## src/rtl/riscv_lsu.sv

```systemverilog
// RV32I load/store unit: turns one core load/store into a single handshaked
// data-memory request, with byte-lane steering, load extension and a response timeout.
module riscv_lsu #(
    parameter int unsigned MAX_WAIT = 255
) (
    input  logic        clk_i,
    input  logic        rst_i,
    input  logic        core_req_i,
    input  logic        core_we_i,
    input  logic [2:0]  core_size_i,
    input  logic [31:0] core_addr_i,
    input  logic [31:0] core_wd_i,
    output logic [31:0] core_rd_o,
    output logic        core_stall_o,
    output logic        core_misalign_o,
    output logic        core_err_o,
    output logic        mem_req_o,
    output logic        mem_we_o,
    output logic [3:0]  mem_be_o,
    output logic [31:0] mem_addr_o,
    output logic [31:0] mem_wd_o,
    input  logic [31:0] mem_rd_i,
    input  logic        mem_ready_i
);

    localparam int unsigned CW = (MAX_WAIT < 2) ? 1 : $clog2(MAX_WAIT);
    localparam logic [CW-1:0] LAST_WAIT = CW'(MAX_WAIT - 1);

    typedef enum logic [1:0] {
        S_IDLE,
        S_REQ,
        S_DONE
    } state_t;

    state_t        state;
    logic [CW-1:0] wait_cnt;
    logic [2:0]    size_q;
    logic [1:0]    addr_lo_q;

    logic          misalign_c;
    logic [3:0]    be_c;
    logic [31:0]   wd_c;
    logic [7:0]    byte_c;
    logic [15:0]   half_c;
    logic [31:0]   load_c;

    // Request decode: legality, byte enables and lane-replicated store data.
    always_comb begin
        // NOTE: every always_comb output gets a default first so no path infers a latch.
        misalign_c = 1'b1;
        be_c       = 4'b1111;
        wd_c       = core_wd_i;
        case (core_size_i)
            3'b000: begin
                misalign_c = 1'b0;
                be_c       = 4'b0001 << core_addr_i[1:0];
                wd_c       = {4{core_wd_i[7:0]}};
            end
            3'b001: begin
                misalign_c = core_addr_i[0];
                be_c       = core_addr_i[1] ? 4'b1100 : 4'b0011;
                wd_c       = {2{core_wd_i[15:0]}};
            end
            3'b010:  misalign_c = |core_addr_i[1:0];
            3'b100:  misalign_c = core_we_i;
            3'b101:  misalign_c = core_we_i | core_addr_i[0];
            default: misalign_c = 1'b1;
        endcase
        if (!core_we_i) begin
            be_c = 4'b1111;
        end
    end

    // Load extraction from the returned word using the latched size and offset.
    always_comb begin
        case (addr_lo_q)
            2'd0:    byte_c = mem_rd_i[7:0];
            2'd1:    byte_c = mem_rd_i[15:8];
            2'd2:    byte_c = mem_rd_i[23:16];
            default: byte_c = mem_rd_i[31:24];
        endcase
        half_c = addr_lo_q[1] ? mem_rd_i[31:16] : mem_rd_i[15:0];
        case (size_q)
            3'b000:  load_c = {{24{byte_c[7]}}, byte_c};
            3'b001:  load_c = {{16{half_c[15]}}, half_c};
            3'b100:  load_c = {24'd0, byte_c};
            3'b101:  load_c = {16'd0, half_c};
            default: load_c = mem_rd_i;
        endcase
    end

    assign core_misalign_o = (state == S_IDLE) && core_req_i && misalign_c;
    assign core_stall_o    = (state == S_REQ) ||
                             ((state == S_IDLE) && core_req_i && !misalign_c);

    // NOTE: all sequential state uses non-blocking assignments so every register
    // samples the pre-edge values regardless of statement order.
    always_ff @(posedge clk_i) begin
        if (rst_i) begin
            state      <= S_IDLE;
            wait_cnt   <= '0;
            size_q     <= '0;
            addr_lo_q  <= '0;
            core_rd_o  <= '0;
            core_err_o <= 1'b0;
            mem_req_o  <= 1'b0;
            mem_we_o   <= 1'b0;
            mem_be_o   <= '0;
            mem_addr_o <= '0;
            mem_wd_o   <= '0;
        end else begin
            case (state)
                S_IDLE: begin
                    if (core_req_i && !misalign_c) begin
                        state      <= S_REQ;
                        wait_cnt   <= '0;
                        size_q     <= core_size_i;
                        addr_lo_q  <= core_addr_i[1:0];
                        mem_req_o  <= 1'b1;
                        mem_we_o   <= core_we_i;
                        mem_be_o   <= be_c;
                        mem_addr_o <= {core_addr_i[31:2], 2'b00};
                        mem_wd_o   <= wd_c;
                    end
                end
                S_REQ: begin
                    if (mem_ready_i) begin
                        state     <= S_DONE;
                        mem_req_o <= 1'b0;
                        if (!mem_we_o) begin
                            core_rd_o <= load_c;
                        end
                    end else if (wait_cnt == LAST_WAIT) begin
                        // Timeout abort: the core sees a zero result plus an error pulse.
                        state      <= S_DONE;
                        mem_req_o  <= 1'b0;
                        core_rd_o  <= '0;
                        core_err_o <= 1'b1;
                    end else begin
                        wait_cnt <= wait_cnt + 1'b1;
                    end
                end
                S_DONE: begin
                    state      <= S_IDLE;
                    core_err_o <= 1'b0;
                end
                default: state <= S_IDLE;
            endcase
        end
    end

endmodule

```

## config.mk

```make
export PLATFORM = sky130hd
export DESIGN_NAME = riscv_lsu
export DESIGN_NICKNAME = d
export VERILOG_FILES = /design/src/rtl/riscv_lsu.sv
export SDC_FILE = /design/constraint.sdc
export NUM_CORES = 1
export LEC_CHECK = 0
export ABC_CLOCK_PERIOD_IN_PS = 5000
export BUFFER_PORTS_ARGS = -buffer_cell sky130_fd_sc_hd__buf_2
export CORE_MARGIN = 10
export CORE_UTILIZATION = 41
export DETAILED_ROUTE_END_ITERATION = 10
export PLACE_DENSITY_LB_ADDON = 0.12
export RECOVER_POWER = 25
export SLEW_MARGIN = 15
export SYNTH_ARGS = -nofsm -noshare
export SYNTH_HDL_FRONTEND = slang
export SYNTH_SLANG_ARGS = --single-unit
```

## constraint.sdc

```tcl
create_clock -name clk_i -period 5 [get_ports clk_i]
set_input_delay 0 -clock clk_i [delete_from_list [all_inputs] [get_ports clk_i]]
set_output_delay 0 -clock clk_i [all_outputs]
set_load 0.02 [all_outputs]
```

==> reports/metrics.yaml <==
run_status:
  outcome: "completed"
synth:
  yosysSeqAreaShare_pct: 46.3
  synth-edff-count: 0
  yosysWarningCount: 0
  synth_largest_area_cell: "dfxtp_1"
  synth_top_area_share_pct: 46.3
  synth_seq_cells: 116
  syn_area_um2: 5020
  ys_types: 45
  syn_area_per_cell_um2: 8.35
  synth_ff_type: "dfxtp_1"
  ys_async_sr_fraction_pct: 0
  synthTopCellsByArea: "dfxtp_1, nand2_1, a21oi_1"
  syn_inst: 601
worst_setup_path:
  cpMaxStageDelayCell: "nor2_4"
  crit_path_max_incr_delay_ps: 740
  crit_path_end_kind: "flip-flop"
  critPathArrivalTime_ps: 3590
  ff2ff_setup_slack_ps: 1970
  critPathMaxFanout: 47
  endpoint: "mem_wd_o[18]"
  path_cells: "dlygate4sd3_1 -> buf_2 -> nor4_2 -> nor2_1 -> nor2_4 -> buf_4 -> nor2_1 -> a311oi_1 -> dlygate4sd3_1"
  reg2reg_depth: 6
  cp-startpoint: "core_size_i[2]"
  regToRegEndpoint: "mem_wd_o[18]"
  r2r_start: "state[0]"
  worstPathRequired_ps: 5350
  startpoint_type: "primary input"
  criticalPathCategory: "in -> reg"
timing:
  fin_tns_setup_ps: 0
  slew_headroom_pct: 28.1
  worst_slew_pin_slew_ps: 1080
  fmax_ghz: 0.309
  finalWorstSetupSlack_ps: 1770
  post-route-period-util_pct: 64.7
  setup_viol: 0
  slew_viol_final: 0
  fin_hold_ws_ps: 62.1
  period_minus_slack_ps: 3230
  rsz0062_at_grt: "false"
  fin_skew_ps: 9.32
  hold_viol: 0
pwr:
  power_frac_clock_pct: 47.2
  p_leak_nw: 3.17
  comb_power_share_pct: 14.7
  ir_worst_vdd_mv: 0.254
  power_density_nw_per_um2: 343
  p_seq_share_pct: 38.1
  swShare_pct: 25.5
  intPower_mw: 1.95
  p_switching_mw: 0.668
cts:
  htreeDepth: 4
  cts.repair.resized: 0
  cts_buffers: 17
  cts_sinks: 116
  clk_latency_ps: 410
  cts.root.buffer_cell: "clkbuf_16"
  clockBufferDepth: 2
  path_clk_slew_ps: 50
  cts_tree: "built"
detailed_routing:
  avgViaCountPerCell: 5.32
  drc: 0
  drt-wirelength-per-cell_um: 17.4
  dr.pass1.iters: 7
  wirelength_um: 18200
  vias: 5568
  ant_nets: 0
  drt_iter0_markers: 582
placed_design:
  port_buffers: 206
  dp_slack_ps: 2420
  dp.cells: 907
  dp_hpwl_um: 12200
  gp_congestion: 0.846
floorplanning:
  die_h_um: 131
  pin_count: 209
  die-area_um2: 17100
  core_um2: 12000
  rows: 40
  die_w_um: 131
  initial_utilization_pct: 41.8
cells_and_area:
  layout-drive-gt1-share_pct: 22.0
  utilization_pct: 63.7
  finalNetCount: 988
  stdcell_count: 1046
  mostFrequentLayoutCell: "buf_2"
  area_growth_pct: 52.6
  layout_common_cells: "buf_2, nand2_1, dfxtp_1"
global_route:
  first_global_vias: 5624
  gr-total-overflow: 0
  grt_pass1_wl_um: 28800
  antenna_found_initial: 2
  gr-usage-all-layers_pct: 21.0
  grt_max_degree: 81
hold_path:
  hold_depth: 3
  hold_class: "in -> reg"
  hp-start: "core_size_i[0]"
job:
  maxCapViolations: 0
registers in the layout, summed over array words and instances (netlist names):
name / cells
size_q: 3
addr_lo_q: 2
mem_addr_o: 30
state: 2
wait_cnt: 8
mem_we_o: 1
core_rd_o: 32
mem_be_o: 4
core_err_o: 1
mem_req_o: 1
mem_wd_o: 32
layer usage:
metal | GRT usage [%] | vias to the layer above | wire [um]
met5 | 0 | - | 0
met4 | 8.11 | 0 | 344
met3 | 9.15 | 38 | 1920
met2 | 33.2 | 270 | 8680
met1 | 24.7 | 2559 | 7280
li1 | - | 2701 | -
power by group through the flow:
stage | clock network [mW] | registers, mW | logic (mW)
after floorplan | 0 | 1.06 | 0.151
after global placement | 0 | 1.01 | 0.319
after detailed placement | 0 | 1.02 | 0.323
after CTS | 1.26 | 0.997 | 0.387
after global routing | 1.30 | 1.00 | 0.421
final | 1.24 | 0.999 | 0.386
cell families (layout without fill, tap and decap cells):
kind of cell | Yosys count | in the layout | share of synthesized area (%)
AOI/OAI and AO/OA | 162 | 162 | 22.0
xor gates and xnor gates | 5 | 5 | 0.873
adders and majority gates | 2 | 2 | 0.499
buffers and inverters | 57 | 350 | 4.64
DFF | 116 | 116 | 46.3
muxes | 29 | 29 | 5.79
other | 1 | 6 | 0.0747
and+or+nand+nor | 229 | 229 | 19.8
area by class of cell:
cell class,instances,area (um2)
Antenna cell,4,10.0
Fill cell,1043,4360
Clock inverter,8,95.1
Clock buffer,24,522
Sequential cell,116,2320
Inverter,5,18.8
Timing Repair Buffer,313,2020
Tap cell,147,184
Multi-Input combinational cell,429,2480
cells in the mapped netlist, types with 9 or more instances:
| cell | number |
|---|---|
| a211oi_1 | 10 |
| a21oi_1 | 63 |
| a221o_1 | 16 |
| a31oi_1 | 10 |
| a32o_1 | 9 |
| buf_2 | 9 |
| clkbuf_1 | 38 |
| dfxtp_1 | 116 |
| mux2i_1 | 29 |
| nand2_1 | 145 |
| nand2b_1 | 14 |
| nor2_1 | 34 |
| nor3_1 | 12 |
| o21ai_0 | 20 |
what timing repair did:
item	4_1_cts	5_1_grt
hold buffers	103	0
setup buffers	0	0
hold endpoints to repair	101	0
stage by stage:
stage               cell area, um2  power [mW]
floorplan                     5020        1.21
global placement              6060        1.33
detailed placement            6060        1.34
CTS                           7710        2.65
global route                  7650        2.73
finish                        7650        2.62
critical path, delay by kind of cell:
family | cells | cell delay [ps]
buf+inv | 4 | 1900
simple gates | 4 | 1430
compound gates | 1 | 250
worst min-delay path by stage:
stage / end
finish: size_q[0]
detailed placement: mem_addr_o[18]
floorplan: mem_addr_o[10]
CTS: size_q[0]
global route: core_rd_o[7]
global placement: mem_addr_o[27]
(Power assumes the default switching activity.)
